`config.mk`:
```
export PLATFORM = sky130hd
export DESIGN_NAME = tcb_lib_register_response_flat
export DESIGN_NICKNAME = d
export VERILOG_FILES = /design/src/rtl/tcb_pkg.sv /design/src/rtl/tcb_lib_register_response_if.sv /design/src/rtl/tcb_lib_delay_line.sv /design/src/rtl/tcb_lib_register_response.sv /design/src/flat_wrapper.sv
export SDC_FILE = /design/constraint.sdc
export NUM_CORES = 1
export LEC_CHECK = 0
export ABC_AREA = 1
export CORE_ASPECT_RATIO = 0.75
export CORE_UTILIZATION = 30
export CTS_BUF_LIST = sky130_fd_sc_hd__clkbuf_8
export CTS_CLUSTER_SIZE = 8
export DETAILED_ROUTE_END_ITERATION = 10
export GPL_TIMING_DRIVEN = 1
export PLACE_DENSITY = 0.94
export SLEW_MARGIN = 10
export SYNTH_ARGS = -nofsm -noshare
export SYNTH_HDL_FRONTEND = slang
export SYNTH_HIERARCHICAL = 1
export SYNTH_SLANG_ARGS = --single-unit
```
`constraint.sdc`:
```
create_clock -name clk -period 2.1 [get_ports clk]
set_input_delay 0.315 -clock clk [delete_from_list [all_inputs] [get_ports clk]]
set_output_delay 0.315 -clock clk [all_outputs]
set_load 0.02 [all_outputs]
```
`src/rtl/tcb_pkg.sv`:
```
// Shared TCB definitions: default bus widths and request/response records
// used by every tcb_lib block.
package tcb_pkg;

  localparam int TCB_ABW = 32;
  localparam int TCB_DBW = 32;
  localparam int TCB_SLW = 8;
  localparam int TCB_BEW = TCB_DBW / TCB_SLW;

  typedef struct packed {
    logic               wen;
    logic [TCB_ABW-1:0] adr;
    logic [TCB_BEW-1:0] ben;
    logic [TCB_DBW-1:0] wdt;
  } tcb_req_t;

  typedef struct packed {
    logic [TCB_DBW-1:0] rdt;
    logic               err;
  } tcb_rsp_t;

  // Number of read-data hold groups for a given byte-enable width
  function automatic int tcb_grp_cnt(input int bew, input int grn);
    return bew / grn;
  endfunction

endpackage

```
`src/rtl/tcb_lib_register_response_if.sv`:
```
// TCB bus bundle. Handshake: a transfer happens in every cycle where vld and
// rdy are both high; vld=1 with rdy=0 is a stall, and rdt/err follow later.
interface tcb_lib_register_response_if
  import tcb_pkg::*;
#(
  parameter int ABW = TCB_ABW,
  parameter int DBW = TCB_DBW,
  parameter int SLW = TCB_SLW
);
  localparam int BEW = DBW / SLW;

  logic           vld;
  logic           wen;
  logic [ABW-1:0] adr;
  logic [BEW-1:0] ben;
  logic [DBW-1:0] wdt;
  logic           rdy;
  logic [DBW-1:0] rdt;
  logic           err;

  modport master (output vld, wen, adr, ben, wdt, input rdy, rdt, err);
  modport slave  (input vld, wen, adr, ben, wdt, output rdy, rdt, err);

endinterface

```
`src/rtl/tcb_lib_delay_line.sv`:
```
// DLY-deep shift register of {trn, wen, ben}; the tap is the value from DLY
// cycles ago (combinational pass-through when DLY is 0).
module tcb_lib_delay_line #(
  parameter int DLY = 1,
  parameter int BEW = 4
) (
  input  logic           clk,
  input  logic           rst,
  input  logic           trn,
  input  logic           wen,
  input  logic [BEW-1:0] ben,
  output logic           tap_trn,
  output logic           tap_wen,
  output logic [BEW-1:0] tap_ben
);

  localparam int W = BEW + 2;

  generate
    if (DLY == 0) begin : g_bypass
      assign {tap_trn, tap_wen, tap_ben} = {trn, wen, ben};
    end else begin : g_pipe
      logic [W-1:0] stage_q [DLY];

      always_ff @(posedge clk or negedge rst) begin
        if (!rst) begin
          for (int k = 0; k < DLY; k++) stage_q[k] <= '0;
        end else begin
          stage_q[0] <= {trn, wen, ben};
          for (int k = 1; k < DLY; k++) stage_q[k] <= stage_q[k-1];
        end
      end

      assign {tap_trn, tap_wen, tap_ben} = stage_q[DLY-1];
    end
  endgenerate

endmodule

```
`src/rtl/tcb_lib_register_response.sv`:
```
// TCB register slice: request path passes straight through, the response
// (rdt, err) gains one register stage so the manager sees DLY+1 latency.
module tcb_lib_register_response
  import tcb_pkg::*;
#(
  parameter int ABW = TCB_ABW,
  parameter int DBW = TCB_DBW,
  parameter int SLW = TCB_SLW,
  parameter int BEW = DBW / SLW,
  parameter int DLY = 1,
  parameter int GRN = 1
) (
  input  logic                        clk,
  input  logic                        rst,
  tcb_lib_register_response_if.slave  sub,
  tcb_lib_register_response_if.master man
);

  localparam int NGRP = tcb_grp_cnt(BEW, GRN);
  localparam int GW   = GRN * SLW;

  logic           trn;
  logic           tap_trn;
  logic           tap_wen;
  logic [BEW-1:0] tap_ben;
  logic [NGRP-1:0] grp_ld;
  logic [DBW-1:0] rdt_q;
  logic           err_q;

  assign man.vld = sub.vld;
  assign man.wen = sub.wen;
  assign man.adr = sub.adr[ABW-1:0];
  assign man.ben = sub.ben;
  assign man.wdt = sub.wdt;
  assign sub.rdy = man.rdy;

  assign trn = sub.vld & man.rdy;

  tcb_lib_delay_line #(
    .DLY (DLY),
    .BEW (BEW)
  ) u_delay_line (
    .clk     (clk),
    .rst     (rst),
    .trn     (trn),
    .wen     (sub.wen),
    .ben     (sub.ben),
    .tap_trn (tap_trn),
    .tap_wen (tap_wen),
    .tap_ben (tap_ben)
  );

  // A group of GRN bytes is reloaded when any of its byte enables was set on
  // the read whose data is arriving now; all other groups keep old data.
  always_comb begin
    grp_ld = '0;
    if (tap_trn && !tap_wen) begin
      for (int g = 0; g < NGRP; g++) grp_ld[g] = |tap_ben[g*GRN +: GRN];
    end
  end

  always_ff @(posedge clk or negedge rst) begin
    if (!rst) begin
      rdt_q <= '0;
      err_q <= 1'b0;
    end else begin
      if (tap_trn) err_q <= man.err;
      for (int g = 0; g < NGRP; g++) begin
        if (grp_ld[g]) rdt_q[g*GW +: GW] <= man.rdt[g*GW +: GW];
      end
    end
  end

  assign sub.rdt = rdt_q;
  assign sub.err = err_q;

endmodule

```
`src/flat_wrapper.sv`:
```
// flat-port wrapper written by rule: the top's interface ports become plain ports
module tcb_lib_register_response_flat import tcb_pkg::*;
#(
  parameter int ABW = TCB_ABW,
  parameter int DBW = TCB_DBW,
  parameter int SLW = TCB_SLW,
  parameter int BEW = DBW / SLW,
  parameter int DLY = 1,
  parameter int GRN = 1
)
  (clk, rst, sub_vld, sub_wen, sub_adr, sub_ben, sub_wdt, sub_rdy, sub_rdt, sub_err, man_vld, man_wen, man_adr, man_ben, man_wdt, man_rdy, man_rdt, man_err);
  tcb_lib_register_response_if #(.ABW(ABW), .DBW(DBW), .SLW(SLW)) sub_i ();
  tcb_lib_register_response_if #(.ABW(ABW), .DBW(DBW), .SLW(SLW)) man_i ();
  input  logic clk;
  input  logic rst;
  input wire logic [$bits(sub_i.vld)-1:0] sub_vld;
  input wire logic [$bits(sub_i.wen)-1:0] sub_wen;
  input wire logic [$bits(sub_i.adr)-1:0] sub_adr;
  input wire logic [$bits(sub_i.ben)-1:0] sub_ben;
  input wire logic [$bits(sub_i.wdt)-1:0] sub_wdt;
  output wire logic [$bits(sub_i.rdy)-1:0] sub_rdy;
  output wire logic [$bits(sub_i.rdt)-1:0] sub_rdt;
  output wire logic [$bits(sub_i.err)-1:0] sub_err;
  output wire logic [$bits(man_i.vld)-1:0] man_vld;
  output wire logic [$bits(man_i.wen)-1:0] man_wen;
  output wire logic [$bits(man_i.adr)-1:0] man_adr;
  output wire logic [$bits(man_i.ben)-1:0] man_ben;
  output wire logic [$bits(man_i.wdt)-1:0] man_wdt;
  input wire logic [$bits(man_i.rdy)-1:0] man_rdy;
  input wire logic [$bits(man_i.rdt)-1:0] man_rdt;
  input wire logic [$bits(man_i.err)-1:0] man_err;
  assign sub_i.vld = sub_vld;
  assign sub_i.wen = sub_wen;
  assign sub_i.adr = sub_adr;
  assign sub_i.ben = sub_ben;
  assign sub_i.wdt = sub_wdt;
  assign sub_rdy = sub_i.rdy;
  assign sub_rdt = sub_i.rdt;
  assign sub_err = sub_i.err;
  assign man_vld = man_i.vld;
  assign man_wen = man_i.wen;
  assign man_adr = man_i.adr;
  assign man_ben = man_i.ben;
  assign man_wdt = man_i.wdt;
  assign man_i.rdy = man_rdy;
  assign man_i.rdt = man_rdt;
  assign man_i.err = man_err;
  tcb_lib_register_response #(.ABW(ABW), .DBW(DBW), .SLW(SLW), .BEW(BEW), .DLY(DLY), .GRN(GRN)) u_core (.clk(clk), .rst(rst), .sub(sub_i), .man(man_i));
endmodule
```
Word-level counts from Yosys, hierarchy flattened

Index checks and enable logic that the tools add are counted.

Latch bits: 0
Memories: 0
Output and inout port bits: 104
Memory bits (writable): 0
Word-level logic and storage cells: 10
Input bits: 106
ROM bits: 0
Register bits after elaboration: 39

Equality and inequality tests: 0
Shifts and indexed selects: 0
Reduce and logical (&&, ||, !) cells: 2
Mux-type cells: 1
Divide/modulo/power cells: 0
Bitwise logic cells: 1
Add/subtract/negate cells: 0
$mul: 0
Magnitude comparators: 0

Operator list:

| operator          | number |
|---|---|
| $mux 4            | 1 |
| $and 1x1->1       | 1 |
| $logic_and 1x1->1 | 1 |
| $logic_not 1->1   | 1 |

Logic depth before layout (Yosys ltp)

Word-level depth: 3
Gate-level depth with buffers: 4
Mapped depth without buffers: 4

Cells and area by module

The synthesis kept the hierarchy.

By module, submodules not included:

| module                    | cells each | area an instance (um^2) | sequential area each (um^2) | times used |
|---|---|---|---|---|
| tcb_lib_register_response | 221        | 1981.9                  | 825.8                       | 1 |
| tcb_lib_delay_line        | 6          | 150.1                   | 150.1                       | 1 |

Worst setup path after synthesis

No wires, ideal clock.

Path kind: flip-flop to flip-flop
Start point: register u_core/u_delay_line/g_pipe.stage_q[5] (netlist name)
End point: register u_core.rdt_q[16], in the netlist u_core/sub.rdt[16]
Buffers on the path: 2
Clock period less this slack: 0.900 ns
Cell stages (with the launch flop): 5
Data arrival time: 0.783 ns
Data required time: 1.983 ns
Library setup time: 0.117 ns
Slack: 1.200 ns
Cells stage by stage: dfrtp_1 -> buf_6 -> buf_8 -> nand4_1 -> nand2_1

Word-level cells in the longest chain between the ends: 2

RTL lines:

| what                            | line                            | RTL |
|---|---|---|
| from (decl)                     | tcb_lib_delay_line.sv:23        | `logic [W-1:0] stage_q [DLY];` |
| $logic_and 1x1->1               | tcb_lib_register_response.sv:57 | `if (tap_trn && !tap_wen) begin` |
| $mux 4                          | tcb_lib_register_response.sv:57 |  |
| to (signal, indexed assignment) | tcb_lib_register_response.sv:69 | `if (grp_ld[g]) rdt_q[g*GW +: GW] <= man.rdt[g*GW +: GW];` |
| to (decl)                       | tcb_lib_register_response.sv:27 | `logic [DBW-1:0] rdt_q;` |

No other way between the ends.
A chain may end at the register's enable or synchronous reset.

Worst setup path in the final report

Start point: input port sub_vld
End point: output port man_vld

RTL lines:

| what        | line               | RTL |
|---|---|---|
| from (decl) | flat_wrapper.sv:16 | `input wire logic [$bits(sub_i.vld)-1:0] sub_vld;` |
| to (decl)   | flat_wrapper.sv:24 | `output wire logic [$bits(man_i.vld)-1:0] man_vld;` |

No word-level cell between the ends.

==> impl_metrics.yaml <==
setup_path:
  critPathLaunchType: "input pin"
  crit_buf_inv: 2
  rrSetupSlack_ns: 0.80
  cpMostUsedCell: "clkdlybuf4s50_1"
  end_kind: "primary output"
  criticalPathCategory: "in2out"
  path_delay_family: "buffers and inverters"
  slowest_delay_ns: 0.60
  crit_fanout: 2
  arrival_ns: 1.40
  required_ns: 1.78
  crit_slowest_cell: "clkdlybuf4s50_1"
  worstPathCellList: "clkdlybuf4s50_1, clkdlybuf4s50_1"
route:
  drtAntennaViolNets: 0
  routedWlPerCell_um: 14.22
  drt-total-wl_um: 4550
  drt_iter0_markers: 38
  num_vias: 1497
  drcViolationCount: 0
  first_pass_iters: 4
  via_per_inst: 4.678
synth:
  ys_warn_count: 6
  ys_ff_latch: 39
  syn_nets: 333
  syn-cell-area_mm2: 0.002132
  avgSynthCellArea_um2: 9.392
  synth_compound_area_share_pct: 0.2347
  synth-seq-area-share_pct: 45.77
  synth.mux.area_fraction_pct: 0
  synth_top_family_by_area: "buffers and inverters"
  syn_inst: 227
  yosys.area_share.xor_xnor_pct: 0
  synth_fa_ha_area_share_pct: 0
  synth_cell_type_count: 13
  synth-simple-area-share_pct: 23.94
power_and_ir_drop:
  p_leak_nw: 1.158
  combPwrFrac_pct: 29.2
  switchingPower_mw: 0.6992
  pwr-share-seq_pct: 40.2
  internal_power_mw: 1.706
  p_total_mw: 2.405
  vdd_ir_drop_max_v: 0.0003540
  clkPwrFrac_pct: 30.6
  power_density_mw_per_mm2: 938.0
  sw_frac_of_total_pct: 29.07
global_route:
  grt_pass1_vias: 1446
  grt-ovfl-total: 0
  grt_pass1_wl_um: 6989
  antenna_found_initial: 0
  grt_use_total_pct: 12.21
  grt_start_max_net_pins: 40
sta:
  final-setup-viol-count: 0
  rsz0062_at_grt: "no"
  max_slew_margin_pct: 40.91
  skew_ns: 0.01147
  fin_setup_tns_ns: 0
  period_share_pct: 81.46
  hold_slack_ns: 0.1403
  final_hold_viol_count: 0
  tightestPinTransition_ns: 0.8864
  layout_min_cycle_time_ns: 1.711
  fmax_mhz: 584.6
  timing.final.max_slew_violations: 0
final_layout:
  layout_common_cells: "clkdlybuf4s50_1, nand2_1, dfrtp_1, nand4_1, clkbuf_8"
  fillers: 686
  area_growth_pct: 20.25
  regArea_um2: 975.9
  final_cell_area_mm2: 0.002564
  diodes: 0
  drive_above_1_share_pct: 6.356
  fin_cells: 320
  final_common_cell: "clkdlybuf4s50_1"
  multi_input_area_um2: 515.5
  nets: 341
clock_tree:
  cts_max_path_buffers: 2
  root_buffer: "clkbuf_8"
  cts_resized: 0
  postCtsSetupBuffers: 0
  worstSkewPairLatency_ns: 0.29
  cts_made_buffers: 5
  cts_num_sinks: 39
  cts_tree: "yes"
  htree_levels: 2
  path_clk_slew_ns: 0.08
  cts_hold_buf: 0
status:
  status: "completed"
floorplan:
  die_y_um: 75.01
  num_rows: 26
  die_w_um: 99.35
  dieArea_mm2: 0.007451
  boundaryPins: 210
  core_mm2: 0.006832
  initial_utilization_pct: 31.21
placement:
  post_dp_cell_area_mm2: 0.002431
  dp.cells: 312
  gp_congestion: 0.6154
  port_buffers: 81
  post-dp-hpwl_um: 3199
worst_hold_path:
  min_path_type: "in2async"
flow_run:
  maxCapViolations: 0
[power groups by stage]
stage / Clock, mW / Combinational (mW) / Sequential [mW]
2_1_floorplan: 0 / 0.343 / 1.13
3_3_place_gp: 0 / 0.689 / 0.978
3_5_place_dp: 0 / 0.708 / 0.983
4_1_cts: 0.765 / 0.710 / 0.970
5_1_grt: 0.793 / 0.755 / 0.986
6_report: 0.736 / 0.702 / 0.967
[per-stage QoR]
stage | setup WS, ns | utilization [%]
after global placement | 0.3983 | 35.59
after detailed placement | 0.3839 | 35.59
after global routing | 0.3554 | 37.53
after CTS | 0.3825 | 37.53
after floorplan | 1.200 | -
final | 0.3894 | 37.53
[per-layer routing]
metal | part of all wire (%) | track usage [%] | up-vias
li1 | - | - | 688
met1 | 42 | 13.51 | 705
met2 | 47 | 19.91 | 98
met3 | 11 | 7.335 | 6
met4 | 0.51 | 3.922 | 0
met5 | 0 | 0 | -
[area by class of cell]
type	instances	area share [%]
repair buffers	83	32.02
multi-input cells	103	20.11
clock inverters	3	2.489
flip-flops and latches	39	38.07
well taps	84	4.100
clock buffers	5	2.684
inverters	3	0.5368
[state kept, by name, indices dropped and copies added, names as in the netlist]
| register | cells |
|---|---|
| u_core/sub.err | 1 |
| u_core/sub.rdt | 32 |
| u_core/u_delay_line/g_pipe.stage_q | 6 |
[worst paths after layout]
check	to	startpoint	cells after the start
setup / recovery	man_vld	sub_vld	2
max in group asynchronous	u_core/sub.rdt[26]	rst	1
hold / removal	u_core/sub.rdt[20]	rst	1
hold reg to reg	u_core/sub.rdt[26]	u_core/sub.rdt[26]	2
setup reg to reg	u_core/sub.rdt[27]	u_core/u_delay_line/g_pipe.stage_q[4]	4
min in group clk	u_core/sub.rdt[26]	u_core/sub.rdt[26]	2
[Yosys cell counts (all sizes together)]
library cell | instances | area [µm²]
clkbuf | 1 | 5.000
nand3 | 4 | 62.56
nand4 | 32 | 200.2
nand2 | 66 | 247.7
buf | 81 | 621.8
o21ai | 1 | 5.000
inv | 3 | 13.77
dfrtp | 39 | 975.9
[cells by family after synthesis]
group                  after synthesis
flip-flops                          39
AND/OR/NAND/NOR                    102
AO/OA/AOI/OAI                        1
buffers and inverters               85
(Power assumes the default switching activity.)
